$ cat src/rtl/keypad_pkg.sv
`default_nettype none
// ============================================================================
//  Module      : keypad_pkg
//  Description : Shared keypad constants, event record and serializer states.
//  Revision    : 1.0 - initial release
// ============================================================================
package keypad_pkg;

    localparam int NUM_KEYS = 25;
    localparam int NUM_ROWS = 5;
    localparam int NUM_COLS = 5;
    localparam int KEY_W    = 5;
    localparam int CNT_W    = 4;

    typedef struct packed {
        logic             press;
        logic [KEY_W-1:0] key;
    } key_event_t;

    typedef enum logic [0:0] {
        ST_IDLE  = 1'b0,
        ST_DRAIN = 1'b1
    } ser_state_t;

endpackage
`default_nettype wire

$ cat src/rtl/keypad_event_encoder_if.sv
`default_nettype none
// ============================================================================
//  Module      : keypad_event_encoder_if
//  Description : Raw frame input and press/release event stream bundle.
//  Revision    : 1.0 - initial release
// ============================================================================
interface keypad_event_encoder_if #(
    parameter int NUM_KEYS = 25
);
    import keypad_pkg::*;

    logic                frame_valid;
    logic [NUM_KEYS-1:0] frame;
    logic                ev_valid;
    logic                ev_ready;
    logic [KEY_W-1:0]    ev_key;
    logic                ev_press;
    logic                overflow;

    // master: frame producer and event consumer; slave: the encoder
    modport master (
        output frame_valid, frame, ev_ready,
        input  ev_valid, ev_key, ev_press, overflow
    );

    modport slave (
        input  frame_valid, frame, ev_ready,
        output ev_valid, ev_key, ev_press, overflow
    );

endinterface
`default_nettype wire

$ cat src/rtl/keypad_event_fifo.sv
`default_nettype none
// ============================================================================
//  Module      : keypad_event_fifo
//  Description : First-word-fall-through FIFO; head valid whenever not empty.
//  Revision    : 1.0 - initial release
// ============================================================================
module keypad_event_fifo #(
    parameter int DEPTH = 8,
    parameter int WIDTH = 6
) (
    input  logic             clk,
    input  logic             rst,
    input  logic             i_push,
    input  logic [WIDTH-1:0] i_push_data,
    input  logic             i_pop,
    output logic [WIDTH-1:0] o_head,
    output logic             o_full,
    output logic             o_empty
);
    localparam int c_ptr_w = $clog2(DEPTH);

    logic [WIDTH-1:0]   r_mem [DEPTH];
    logic [c_ptr_w-1:0] r_wr_ptr;
    logic [c_ptr_w-1:0] r_rd_ptr;
    logic [c_ptr_w:0]   r_count;
    logic               w_do_push;
    logic               w_do_pop;

    assign o_full    = (r_count == (c_ptr_w+1)'(DEPTH));
    assign o_empty   = (r_count == '0);
    assign o_head    = r_mem[r_rd_ptr];
    assign w_do_pop  = i_pop && !o_empty;
    // a pop in the same cycle frees the slot, so a full FIFO still accepts
    assign w_do_push = i_push && (!o_full || w_do_pop);

    always_ff @(posedge clk or posedge rst) begin
        if (rst) begin
            r_wr_ptr <= '0;
            r_rd_ptr <= '0;
            r_count  <= '0;
        end else begin
            if (w_do_push) r_wr_ptr <= r_wr_ptr + c_ptr_w'(1);
            if (w_do_pop)  r_rd_ptr <= r_rd_ptr + c_ptr_w'(1);
            if (w_do_push && !w_do_pop)
                r_count <= r_count + (c_ptr_w+1)'(1);
            else if (!w_do_push && w_do_pop)
                r_count <= r_count - (c_ptr_w+1)'(1);
        end
    end

    always_ff @(posedge clk) begin
        if (w_do_push) r_mem[r_wr_ptr] <= i_push_data;
    end

endmodule
`default_nettype wire

$ cat src/rtl/keypad_event_encoder.sv
`default_nettype none
// ============================================================================
//  Module      : keypad_event_encoder
//  Description : Per-key frame debouncer feeding a press/release event FIFO.
//  Revision    : 1.0 - initial release
// ============================================================================
module keypad_event_encoder #(
    parameter int NUM_KEYS        = 25,
    parameter int DEBOUNCE_FRAMES = 4,
    parameter int FIFO_DEPTH      = 8
) (
    input  logic                  clk,
    input  logic                  rst,
    keypad_event_encoder_if.slave bus
);
    import keypad_pkg::*;

    localparam logic [CNT_W-1:0] c_db_last = CNT_W'(DEBOUNCE_FRAMES - 1);

    logic [NUM_KEYS-1:0] r_stable;
    logic [NUM_KEYS-1:0] r_pending;
    logic [CNT_W-1:0]    r_count [NUM_KEYS];
    logic [NUM_KEYS-1:0] w_accept;
    logic [NUM_KEYS-1:0] w_clear;
    logic                w_hit;
    logic [KEY_W-1:0]    w_sel;
    ser_state_t          r_state;
    logic                r_overflow;
    key_event_t          w_push_ev;
    key_event_t          w_head;
    logic                w_push;
    logic                w_pop;
    logic                w_full;
    logic                w_empty;

    always_comb begin
        w_accept = '0;
        for (int k = 0; k < NUM_KEYS; k++)
            w_accept[k] = bus.frame_valid && (bus.frame[k] != r_stable[k])
                          && (r_count[k] == c_db_last);
    end

    // lowest pending index wins; scanned high-to-low so the last hit sticks
    always_comb begin
        w_hit = 1'b0;
        w_sel = '0;
        for (int k = NUM_KEYS - 1; k >= 0; k--) begin
            if (r_pending[k]) begin
                w_hit = 1'b1;
                w_sel = KEY_W'(k);
            end
        end
    end

    assign w_push    = (r_state == ST_DRAIN) && w_hit;
    assign w_pop     = bus.ev_ready && !w_empty;
    assign w_push_ev = {r_stable[w_sel], w_sel};

    always_comb begin
        w_clear = '0;
        if (w_push) w_clear[w_sel] = 1'b1;
    end

    always_ff @(posedge clk or posedge rst) begin
        if (rst) begin
            r_stable  <= '0;
            r_pending <= '0;
            for (int k = 0; k < NUM_KEYS; k++) r_count[k] <= '0;
        end else begin
            r_pending <= (r_pending & ~w_clear) | w_accept;
            r_stable  <= r_stable ^ w_accept;
            if (bus.frame_valid) begin
                for (int k = 0; k < NUM_KEYS; k++) begin
                    if ((bus.frame[k] == r_stable[k]) || w_accept[k])
                        r_count[k] <= '0;
                    else
                        r_count[k] <= r_count[k] + CNT_W'(1);
                end
            end
        end
    end

    // entering DRAIN on the accepting frame lets the first push land one edge later
    always_ff @(posedge clk or posedge rst) begin
        if (rst) begin
            r_state    <= ST_IDLE;
            r_overflow <= 1'b0;
        end else begin
            if (w_push && w_full && !w_pop) r_overflow <= 1'b1;
            case (r_state)
                ST_IDLE:
                    if ((w_accept != '0) || (r_pending != '0)) r_state <= ST_DRAIN;
                ST_DRAIN:
                    if (((r_pending & ~w_clear) == '0) && (w_accept == '0))
                        r_state <= ST_IDLE;
                default:
                    r_state <= ST_IDLE;
            endcase
        end
    end

    keypad_event_fifo #(
        .DEPTH (FIFO_DEPTH),
        .WIDTH ($bits(key_event_t))
    ) u_fifo (
        .clk         (clk),
        .rst         (rst),
        .i_push      (w_push),
        .i_push_data (w_push_ev),
        .i_pop       (bus.ev_ready),
        .o_head      (w_head),
        .o_full      (w_full),
        .o_empty     (w_empty)
    );

    assign bus.ev_valid = !w_empty;
    assign bus.ev_key   = w_empty ? '0   : w_head.key;
    assign bus.ev_press = w_empty ? 1'b0 : w_head.press;
    assign bus.overflow = r_overflow;

endmodule
`default_nettype wire

$ cat src/flat_wrapper.sv
// flat-port wrapper written by rule: the top's interface ports become plain ports
module keypad_event_encoder_flat import keypad_pkg::*;
#(
    parameter int NUM_KEYS        = 25,
    parameter int DEBOUNCE_FRAMES = 4,
    parameter int FIFO_DEPTH      = 8
)
  (clk, rst, bus_frame_valid, bus_frame, bus_ev_ready, bus_ev_valid, bus_ev_key, bus_ev_press, bus_overflow);
  keypad_event_encoder_if #(.NUM_KEYS(NUM_KEYS)) bus_i ();
  input  logic clk;
  input  logic rst;
  input wire logic [$bits(bus_i.frame_valid)-1:0] bus_frame_valid;
  input wire logic [$bits(bus_i.frame)-1:0] bus_frame;
  input wire logic [$bits(bus_i.ev_ready)-1:0] bus_ev_ready;
  output wire logic [$bits(bus_i.ev_valid)-1:0] bus_ev_valid;
  output wire logic [$bits(bus_i.ev_key)-1:0] bus_ev_key;
  output wire logic [$bits(bus_i.ev_press)-1:0] bus_ev_press;
  output wire logic [$bits(bus_i.overflow)-1:0] bus_overflow;
  assign bus_i.frame_valid = bus_frame_valid;
  assign bus_i.frame = bus_frame;
  assign bus_i.ev_ready = bus_ev_ready;
  assign bus_ev_valid = bus_i.ev_valid;
  assign bus_ev_key = bus_i.ev_key;
  assign bus_ev_press = bus_i.ev_press;
  assign bus_overflow = bus_i.overflow;
  keypad_event_encoder #(.NUM_KEYS(NUM_KEYS), .DEBOUNCE_FRAMES(DEBOUNCE_FRAMES), .FIFO_DEPTH(FIFO_DEPTH)) u_core (.clk(clk), .rst(rst), .bus(bus_i));
endmodule
$ cat config.mk
export PLATFORM = sky130hd
export DESIGN_NAME = keypad_event_encoder_flat
export DESIGN_NICKNAME = d
export VERILOG_FILES = /design/src/rtl/keypad_pkg.sv /design/src/rtl/keypad_event_encoder_if.sv /design/src/rtl/keypad_event_fifo.sv /design/src/rtl/keypad_event_encoder.sv /design/src/flat_wrapper.sv
export SDC_FILE = /design/constraint.sdc
export NUM_CORES = 1
export LEC_CHECK = 0
export ABC_CLOCK_PERIOD_IN_PS = 6600
export CAP_MARGIN = 20
export CORE_MARGIN = 4
export CORE_UTILIZATION = 55
export CTS_CLUSTER_SIZE = 20
export DETAILED_ROUTE_END_ITERATION = 8
export PLACE_DENSITY = 0.73
export SYNTH_ARGS = -nofsm -noshare
export SYNTH_HDL_FRONTEND = slang
export SYNTH_SLANG_ARGS = --single-unit
export TNS_END_PERCENT = 1
$ cat constraint.sdc
create_clock -name clk -period 6.6 [get_ports clk]
set_input_delay 0.99 -clock clk [delete_from_list [all_inputs] [get_ports clk]]
set_output_delay 0.99 -clock clk [all_outputs]
set_load 0.005 [all_outputs]
Word level (Yosys, flattened, before mapping)
Memory sizes are Yosys's and may differ from the RTL's.
Cells that the tools add are included.
{"block": "totals", "register_bits": 162, "ram_bits": 48, "in_bits": 29, "out_inout_bits": 8, "wordCells": 330, "n_memories": 1}
{"memory": "u_core.u_fifo.r_mem", "words": 8, "word_bits": 6, "rd": 1, "rd_ports_with_merged_regs": 0, "wr": 1, "line": "keypad_event_fifo.sv:22", "text": "logic [WIDTH-1:0] r_mem [DEPTH];"}
{"block": "classes", "addsub": 29, "n_lt_le_gt_ge": 2, "eq_ne": 76, "n_mux": 89, "bitwise": 5, "n_reduce_logical": 96}
{"op": "5-bit 2-to-1 mux", "count": 26}
{"op": "4-bit 2-to-1 mux", "count": 27}
{"op": "4-bit by 1-bit adder with 4-bit output (second input constant)", "count": 26}
{"op": "4-bit by 2-bit == test with 1-bit output (second input constant)", "count": 25}
{"op": "1-bit logical AND", "count": 59}
{"op": "25-bit zero test", "count": 2}
{"op": "25-bit nonzero test", "count": 2}
{"op": "1-bit 2-to-1 mux", "count": 32}
{"op": "1-bit logical OR", "count": 27}
{"op": "25-bit AND", "count": 1}
{"op": "1-bit == test", "count": 25}
{"op": "25-bit 2-to-1 mux", "count": 1}
{"op": "1-bit inequality test", "count": 25}
{"op": "25-bit inverter", "count": 1}
{"op": "25-bit OR", "count": 1}
{"op": "25-bit XOR", "count": 1}
{"op": "3-bit by 1-bit adder with 3-bit output (second input constant)", "count": 2}
{"op": "5-bit by 6-bit less-than comparator with 1-bit output (second input constant)", "count": 1}
{"op": "1-bit binary-select mux with 5-bit select", "count": 1}
{"op": "1-bit demux with 5-bit select", "count": 1}
{"op": "5-bit by 1-bit >= comparator with 1-bit output (second input constant)", "count": 1}
{"op": "4-bit == test (second input constant)", "count": 1}
{"op": "1-bit zero test", "count": 4}
{"op": "4-bit zero test", "count": 1}
{"op": "other kinds (4)", "count": 4}

Longest topological paths before layout
Gate-level depths: netlist (run 1).
{"block": "depth", "word_depth": 36, "ltp_mapped": 15, "ltp_nobuf": 14}

Hierarchy
From an unflattened synthesis (run 1), not the netlist that was laid out.
{"block": "unflattened", "hier_cells": 1014, "hier_area_um2": 10731.5}
{"module": "keypad_event_encoder", "instances": 1, "cells_per_inst": 881, "area_per_inst_um2": 8272.9, "seq_area_each_um2": 3803.6}
{"module": "keypad_event_fifo", "instances": 1, "cells_per_inst": 133, "area_per_inst_um2": 2458.6, "seq_area_each_um2": 1691.6}

Least setup slack after synthesis (run 1)
No wires, ideal clock.
{"block": "synth_path", "path_kind": "register to register", "start": "reg u_core.r_pending[2]", "end": "reg u_core.u_fifo.r_count[3]", "setup_time_ns": 0.125, "t_arrival_ns": 3.104, "required_ns": 6.475, "slack_ns": 3.371, "stages_incl_launch_ff": 16, "n_path_buf": 1, "period_less_slack_ns": 3.229, "cell_sequence": "dfrtp_1 clkbuf_1 or4_4 nor4_4 nand2_2 o21ai_1 nand2b_1 inv_2 ha_1 inv_1 ha_1 a21o_1 a21oi_1 xnor2_1 nor2_1 xor2_1"}
{"block": "synth_via", "elab_chain_cells": 8, "elab_cells_between_ends": 10, "classes_between": "mux (4); reduce/logical (6)"}
{"element": "from (decl)", "line": "keypad_event_encoder.sv:21", "text": "logic [NUM_KEYS-1:0] r_pending;"}
{"element": "from (signal assigned)", "line": "keypad_event_encoder.sv:70", "text": "r_pending <= (r_pending & ~w_clear) | w_accept;"}
{"element": "1-bit 2-to-1 mux * (3 in a row)", "line": "keypad_event_encoder.sv:48", "text": "if (r_pending[k]) begin"}
{"element": "1-bit logical AND *", "line": "keypad_event_encoder.sv:55", "text": "assign w_push = (r_state == ST_DRAIN) && w_hit;"}
{"element": "1-bit logical AND *", "line": "keypad_event_fifo.sv:34", "text": "assign w_do_push = i_push && (!o_full || w_do_pop);"}
{"element": "net u_core.u_fifo.w_do_push", "line": "keypad_event_fifo.sv:26", "text": "logic w_do_push;"}
{"element": "1-bit zero test", "line": "keypad_event_fifo.sv:46", "text": "else if (!w_do_push && w_do_pop)"}
{"element": "1-bit logical AND", "line": "keypad_event_fifo.sv:46"}
{"element": "2-bit nonzero test (no source line)"}
{"element": "to (signal assigned)", "line": "keypad_event_fifo.sv:45", "text": "r_count <= r_count + (c_ptr_w+1)'(1);"}
{"element": "to (signal assigned)", "line": "keypad_event_fifo.sv:47", "text": "r_count <= r_count - (c_ptr_w+1)'(1);"}
{"element": "to (decl)", "line": "keypad_event_fifo.sv:25", "text": "logic [c_ptr_w:0] r_count;"}
Mark *: on every way through the listed nets, which the timed path passes. The rest lies on a longest branch.
A chain may end at the register's enable or synchronous reset.

Worst setup path in the final report (run 1)
{"block": "layout_path", "start": "reg u_core.u_fifo.r_rd_ptr[0]", "end": "out bus_ev_key[1]"}
{"block": "layout_via", "elab_chain_cells": 2}
{"element": "from (decl)", "line": "keypad_event_fifo.sv:24", "text": "logic [c_ptr_w-1:0] r_rd_ptr;"}
{"element": "from (signal assigned)", "line": "keypad_event_fifo.sv:43", "text": "if (w_do_pop) r_rd_ptr <= r_rd_ptr + c_ptr_w'(1);"}
{"element": "memory read 8 x 6 bit"}
{"element": "5-bit 2-to-1 mux", "line": "keypad_event_encoder.sv:117", "text": "assign bus.ev_key = w_empty ? '0 : w_head.key;"}
{"element": "to (decl)", "line": "flat_wrapper.sv:16", "text": "output wire logic [$bits(bus_i.ev_key)-1:0] bus_ev_key;"}
No other way between the ends.

==> summary.md, run 1 <==
| Metric | Value |
|---|---|
| Outcome | `finished, final reports clean` |
| Total die area | `0.0220 mm²` |
| Startpoint Class | `flip-flop` |
| Die height | `roughly 150 µm` |
| Hold wc startpoint | `u_core.bus.overflow$_DFFE_PP0P_` |
| Fmax | `0.274 GHz` |
| Ys Warns | `0` |
| Max Cap Viol | `0` |
| R2R setup slack | `2.96 ns` |
| Switching pwr | `approximately 2.4 mW` |
| Final ANT Viol Nets | `0` |
| Max-slew headroom | `around 33%` |
| Setup TNS | `0 ns` |
| Total Power | `6.22 mW` |
| WS Path Type | `reg2out` |
| TritonRoute pass-1 iters | `7` |
| Final setup viols | `0` |
| Routed via count | `between 7000 and 8000` |
| Pre-CTS setup slack | `between 3 and 4 ns` |
| Final RePlAce weighted congestion | `approximately 0.96` |
| P&R area growth vs syn | `12.4%` |
| Clock Latency Late Sink | `approximately 0.50 ns` |
| R2R cell count | `9` |
| CTS clk-pin slew, worst paths | `approximately 0.060 ns` |
| RSZ-0062 raised after global routing | `false` |
| CTS sink count | `210` |
| Post-synthesis average cell area | `roughly 10 µm²` |
| Starting density of the core | `a little under three fifths` |
| Core box area | `a little under 0.02 mm²` |
| Clock power share | `20.8%` |
| DP Area | `approximately 0.011 mm²` |
| Via-to-Cell Ratio | `5.76` |
| Yosys cell types | `74` |
| Tmin final | `~3.6 ns` |
| Most frequent cells in the layout | `dfrtp_1 (162), nand2_1 (150), o21ai_0 (97), nor2_1 (70), inv_1 (49)` |
| R2r endpoint | `u_core.u_fifo.r_mem[0][5]$_DFFE_PP_` |
| Clock Skew | `between 0.01 and 0.015 ns` |
| Switching portion of total power | `~40%` |
| Layout cell share with drive strength beyond 1 | `about a tenth` |
| Gate Count Post-Synth | `~1000` |
| Worst slew pin tran | `roughly 1 ns` |
| Clock buffer depth | `3` |
| Buffers on Ports | `36` |
| TritonCTS clock tree | `built` |
| Initial antenna violation count | `1` |
| Vias in the first global route | `between 7000 and 8000` |
| Die width | `148 µm` |
| Layout net count | `1126` |
| # rows | `51` |
| CP Max Fanout | `14` |
| Total CTS buffers | `23` |
| Max Slew Vio Count | `0` |
| Final period util | `between 50% and 60%` |
| CP arrival | `between 2 and 3 ns` |
| Grt ovf | `0` |
| ANT cells | `0` |
| Sequential area share after synthesis | `roughly half` |
| Hold WC Path Type | `reg2reg` |
| Post-Layout Inst Area | `between 0.01 and 0.015 mm²` |
| Gr usage total | `between 20% and 30%` |
| Synth Flop Type | `dfrtp_1` |
| Initial drt markers | `457` |
| Routed WL per cell | `between 15 and 20 µm` |
| Logic pwr share | `roughly two fifths` |
| Largest net degree at the start of global routing | `95` |
| Post-CTS Repair Setup Buffers | `0` |
| Synth async-reset ratio | `about 77%` |
| Pwr dens | `511 mW/mm²` |
| First-pass GRT wire length | `approximately 37 mm` |
| # DRC | `0` |
| Boundary pin count | `37` |
| CTS Root Buffer Type | `clkbuf_16` |
| Worst endpoint required time | `roughly 5.6 ns` |
| Min-Delay Endpoint | `u_core.bus.overflow$_DFFE_PP0P_` |
| Reg power frac | `between 30% and 40%` |
| # H-tree levels | `1` |
| CP endpoint kind | `primary output` |
| Worst r2r src | `u_core.r_pending[16]$_DFF_PP0_` |
| Final wirelength | `around 22 mm` |
| Quantity of gates resized following cts | `0` |
| Syn_nets | `roughly 1100` |
| Max rail drop VDD | `between 0.2 and 0.3 mV` |
| Number of flops mapped to enable cells by yosys | `48` |
| Post-Syn Area | `around 0.011 mm²` |
| #FFs+latches synth | `210` |
| Final hold vios | `0` |
| Leak pwr | `between 5 and 6 nW` |
| DP HPWL | `between 15 and 20 mm` |
| Cell-internal power | `between 3 and 4 mW` |
| Most common cell after layout, fill and taps aside | `dfrtp_1` |
| Hold path cells | `1` |
| Cts hold-fix bufs | `0` |
| Fin worst setup slack | `about 3.0 ns` |
| Final core occ | `a little over three fifths` |
==> layer usage <==
layer | global-route usage [%] | wire [µm] | vias up
met2 | 34.4 | 10700 | 199
li1 | - | - | 3799
met1 | 28.3 | 9720 | 3713
met4 | 5.68 | 606 | 2
met3 | 3.53 | 1270 | 44
met5 | 0 | 13 | -
==> cells in the mapped netlist, drive strengths merged (19+ instances only) <==
library cell	instances	area (µm²)
clkbuf	20	75.1
dfrtp	162	4050
edfxtp	48	1440
ha	30	375
inv	53	209
mux2	37	417
nand2	151	569
nand3	20	113
nand4	24	150
nor2	70	263
o21ai	102	510
o22ai	19	119
xnor2	32	280
xor2	30	263
==> power groups by stage <==
stage / combinational (mW) / sequential, mW / clock [mW]
2_1_floorplan: 1.91 / 2.25 / 0
3_3_place_gp: 2.42 / 2.41 / 0
3_5_place_dp: 2.49 / 2.43 / 0
4_1_cts: 2.51 / 2.41 / 1.32
5_1_grt: 2.81 / 2.48 / 1.39
6_report: 2.51 / 2.41 / 1.30
==> registers in the layout (all words and copies together) (netlist names) <==
signal / count
u_core.r_count: 100
u_core.u_fifo.r_mem: 48
u_core.r_pending: 25
u_core.r_stable: 25
u_core.u_fifo.r_count: 4
u_core.u_fifo.r_rd_ptr: 3
u_core.u_fifo.r_wr_ptr: 3
u_core.bus.overflow: 1
u_core.r_state: 1
==> worst max-delay path by stage <==
stage                                           from  cells past startpoint                             endpoint
2_1_floorplan                                    rst                      1      u_core.bus.overflow$_DFFE_PP0P_
3_3_place_gp                         bus_frame_valid                      9             u_core.r_state$_DFF_PP0_
3_5_place_dp          u_core.r_pending[16]$_DFF_PP0_                      9  u_core.u_fifo.r_mem[5][5]$_DFFE_PP_
4_1_cts        u_core.u_fifo.r_rd_ptr[0]$_DFFE_PP0P_                      4                         bus_ev_press
5_1_grt               u_core.r_pending[16]$_DFF_PP0_                      9  u_core.u_fifo.r_mem[0][5]$_DFFE_PP_
6_report       u_core.u_fifo.r_rd_ptr[0]$_DFFE_PP0P_                      4                        bus_ev_key[1]
==> area by class of cell <==
cell class | count | area (µm²)
well taps | 265 | 332
fillers | 1585 | 7230
clock inverters | 15 | 173
flip-flops and latches | 210 | 5500
repair buffers | 40 | 400
inverters | 53 | 214
multi-input cells | 738 | 4970
clock buffers | 26 | 587
==> worst max-delay path: stages, from the launching register on <==
cell and delay (ns):
dfrtp_1 0.89, mux4_2 0.62, mux2i_1 0.16, nor2_1 0.05, clkdlybuf4s50_1 0.44
==> cell families after synthesis <==
| group | synth area share, % |
|---|---|
| compound gates | 11.6 |
| xor+xnor | 5.02 |
| fa+ha+maj | 3.75 |
| buf+inv | 3.32 |
| flops | 50.8 |
| mux | 7.64 |
| simple gates | 17.9 |
==> through the flow <==
step / hold WS [ns] / std cells
after global placement: 0.483 / 1306
after global routing: 0.530 / 1347
after CTS: 0.499 / 1347
after floorplan: 0.463 / 1032
final: 0.498 / 1347
after detailed placement: 0.487 / 1306
No activity file was read; power rests on OpenSTA's default activity.
==> run 2, diff against run 1 <==
--- a/config.mk
+++ b/config.mk
@@ -5,7 +5,7 @@
 export SDC_FILE = /design/constraint.sdc
 export NUM_CORES = 1
 export LEC_CHECK = 0
-export ABC_CLOCK_PERIOD_IN_PS = 6600
+export ABC_CLOCK_PERIOD_IN_PS = 3700
 export CAP_MARGIN = 20
 export CORE_MARGIN = 4
 export CORE_UTILIZATION = 55
==> constraint.sdc (replaced) <==
create_clock -name clk -period 3.7 [get_ports clk]
set_input_delay 0.555 -clock clk [delete_from_list [all_inputs] [get_ports clk]]
set_output_delay 0.555 -clock clk [all_outputs]
set_load 0.005 [all_outputs]
==> run 2 against run 1 <==
Net effect:
- power increased by 80%
- via count rose by 0.99%
- sequential cell count unchanged
- cell count increased by 1.4%
- first-iteration DRC count decreased by 3.1%
- critical path depth up 10
- worst hold slack improved by 0.0084 ns
- critical path type is now reg2reg
- non-clock buffer count grew 19
- global-route usage rose by 0.16 points
- combinational power rose by 84%
- sequential power rose by 77%
==> summary.md, run 2 (synthesized netlist as in run 1, its figures left out) <==
| Metric | Value |
|---|---|
| R2r endpoint | `u_core.u_fifo.r_count[3]$_DFFE_PP0P_` |
| Top Family by Delay on Critical Path | `simple AND/OR/NAND/NOR gates` |
| Final RePlAce weighted congestion | `~0.94` |
| Die height | `between 100 and 150 µm` |
| Setup TNS | `0 ns` |
| Fillers | `~1600` |
| First-pass GRT wire length | `about 38 mm` |
| CTS clk-pin slew, worst paths | `around 0.06 ns` |
| TritonRoute pass-1 iters | `5` |
| Quantity of gates resized following cts | `0` |
| Pwr dens | `910 mW/mm²` |
| # rows | `approximately 50` |
| Worst endpoint required time | `between 4 and 5 ns` |
| P&R area growth vs syn | `13.8%` |
| Most frequent cells in the layout | `dfrtp_1 (162), nand2_1 (150), o21ai_0 (97), nor2_1 (70), inv_1 (49)` |
| Fmax | `0.292 GHz` |
| Clock Latency Late Sink | `~0.51 ns` |
| Via-to-Cell Ratio | `around 5.7` |
| Vias in the first global route | `between 7000 and 8000` |
| R2R setup slack | `approximately 0.28 ns` |
| Worst r2r src | `u_core.r_pending[6]$_DFF_PP0_` |
| Max Slew Vio Count | `0` |
| Max-slew headroom | `roughly 36%` |
| Clock Skew | `roughly 0.0097 ns` |
| # DRC | `0` |
| Final ANT Viol Nets | `0` |
| # H-tree levels | `1` |
| CP cell instances | `or4_1 > nor4_4 > nand2_2 > o21ai_1 > nand2b_1 > inv_2 > ha_1 > inv_1 > ha_1 > a21o_1 > a21oi_1 > xnor2_1 > nor2_1 > xor2_1` |
| TritonCTS clock tree | `built` |
| CP endpoint kind | `flip-flop` |
| CP Max Fanout | `7` |
| Leak pwr | `5.26 nW` |
| Hold WC Path Type | `reg2reg` |
| Routed WL per cell | `16.4 µm` |
| Largest registers | `u_core.r_count: 100 flops, u_core.u_fifo.r_mem: 48 flops` |
| Layout cell share with drive strength beyond 1 | `between 10% and 20%` |
| Clock buffer depth | `3` |
| Critical Path Max Stage Delay | `~0.66 ns` |
| Largest net degree at the start of global routing | `130` |
| Post-CTS Repair Setup Buffers | `0` |
| CTS Root Buffer Type | `clkbuf_16` |
| Initial drt markers | `443` |
| DP HPWL | `15.9 mm` |
| Gr usage total | `around a fifth` |
| Total CTS buffers | `23` |
| Final hold vios | `0` |
| Startpoint Class | `flip-flop` |
| Post-Layout Inst Area | `0.0123 mm²` |
| Starting density of the core | `between 50% and 60%` |
| Final setup viols | `0` |
| RSZ-0062 raised after global routing | `false` |
| Final core occ | `63.5%` |
| Boundary pin count | `37` |
| Stages on worst setup path | `14` |
| CP arrival | `approximately 3.8 ns` |
| Max rail drop VDD | `~0.55 mV` |
| Slowest cell on crit path | `or4_1` |
| Crit path from | `u_core.r_pending[6]$_DFF_PP0_` |
| Final wirelength | `approximately 22 mm` |
| Final period util | `between 90% and 100%` |
| Crit path capture | `u_core.u_fifo.r_count[3]$_DFFE_PP0P_` |
| DP Area | `between 0.01 and 0.015 mm²` |
| Most used cell, CP | `ha_1` |
| ANT cells | `0` |
| Max Cap Viol | `0` |
| Total die area | `between 0.02 and 0.025 mm²` |
| Outcome | `finished, final reports clean` |
| R2R cell count | `14` |
| Max reg flops | `100` |
| CTS sink count | `210` |
| Tmin final | `approximately 3.4 ns` |
| Routed via count | `7834` |
| Worst slew pin tran | `between 0.9 and 1 ns` |
| WS Path Type | `reg2reg` |
| Core box area | `0.0194 mm²` |
| Layout net count | `about 1100` |
| Initial antenna violation count | `0` |
| Largest Register | `u_core.r_count` |
| Critical path buffers and inverters | `2` |
| Die width | `around 150 µm` |
| Grt ovf | `0` |
| Buffers on Ports | `36` |
| Cts hold-fix bufs | `0` |
| Most common cell after layout, fill and taps aside | `dfrtp_1` |
run 2: changes by cell type in the layout (fill, tap and decap cells not counted):
| cell | change |
|---|---|
| buf_4 | +19 |
| clkbuf_8 | +2 |
| clkinv_2 | -5 |
| clkinv_1 | -4 |
| clkinv_4 | +2 |
| clkbuf_1 | +3 |
| bufinv_16 | -1 |
| clkinvlp_4 | +3 |
run 2: metal layers:
layer | track usage [%] | wire (µm) | up-vias | share of wire, %
met4 | 6.61 | 615 | 0 | 2.7
met5 | 0 | 0 | - | 0
li1 | - | - | 3831 | -
met2 | 33.7 | 10600 | 190 | 47
met1 | 29.2 | 10100 | 3764 | 45
met3 | 3.32 | 1160 | 49 | 5.2
run 2: final cells by class:
| cell class | count | area (µm²) | share of cell area [%] |
|---|---|---|---|
| Tap cell | 265 | 332 | 2.69 |
| Sequential cell | 210 | 5500 | 44.6 |
| Clock inverter | 10 | 144 | 1.17 |
| Multi-Input combinational cell | 738 | 4970 | 40.3 |
| Inverter | 53 | 213 | 1.73 |
| Clock buffer | 31 | 626 | 5.08 |
| Timing Repair Buffer | 59 | 543 | 4.41 |
run 2: where the power goes:
part | internal (mW) | leakage, nW | switching [mW] | total (mW)
clock network | 1.40 | 0.364 | 0.923 | 2.33
logic | 1.99 | 2.37 | 2.63 | 4.62
registers | 3.50 | 2.53 | 0.766 | 4.26
total | 6.89 | 5.26 | 4.31 | 11.2
run 2: worst min path at each step:
stage / start / to / cells past startpoint
after floorplan: u_core.r_count[10]$_DFFE_PP0P_ / u_core.r_count[10]$_DFFE_PP0P_ / 2
after global placement: u_core.u_fifo.r_count[3]$_DFFE_PP0P_ / u_core.u_fifo.r_count[3]$_DFFE_PP0P_ / 1
after detailed placement: u_core.r_count[79]$_DFFE_PP0P_ / u_core.r_count[79]$_DFFE_PP0P_ / 1
after CTS: u_core.r_count[79]$_DFFE_PP0P_ / u_core.r_count[79]$_DFFE_PP0P_ / 1
after global routing: u_core.r_count[79]$_DFFE_PP0P_ / u_core.r_count[79]$_DFFE_PP0P_ / 1
final: u_core.r_count[75]$_DFFE_PP0P_ / u_core.r_count[75]$_DFFE_PP0P_ / 1
run 2: per-stage QoR:
step	hold WS [ns]	cells	setup WS (ns)	power, mW
after global routing	0.522	1366	0.0517	12.0
after CTS	0.503	1366	0.282	11.2
after floorplan	0.463	1032	0.471	7.43
after detailed placement	0.494	1325	0.329	8.87
after global placement	0.491	1325	0.420	8.75
final	0.506	1366	0.277	11.2
run 2: worst register-to-register path: stages (launching register included):
cell	delay, ns
dfrtp_1	0.45
or4_1	0.66
nor4_4	0.33
nand2_2	0.12
o21ai_1	0.16
nand2b_1	0.18
inv_2	0.07
ha_1	0.23
inv_1	0.13
ha_1	0.25
a21o_1	0.18
a21oi_1	0.19
xnor2_1	0.15
nor2_1	0.07
xor2_1	0.14
==> run 3, diff against run 2 <==
--- a/config.mk
+++ b/config.mk
@@ -12,6 +12,7 @@
 export CTS_CLUSTER_SIZE = 20
 export DETAILED_ROUTE_END_ITERATION = 8
 export PLACE_DENSITY = 0.73
+export SKIP_CTS_REPAIR_TIMING = 1
 export SYNTH_ARGS = -nofsm -noshare
 export SYNTH_HDL_FRONTEND = slang
 export SYNTH_SLANG_ARGS = --single-unit
==> results of run 3 <==
No change in the layout: final DEF, timing and power equal those of run 2.
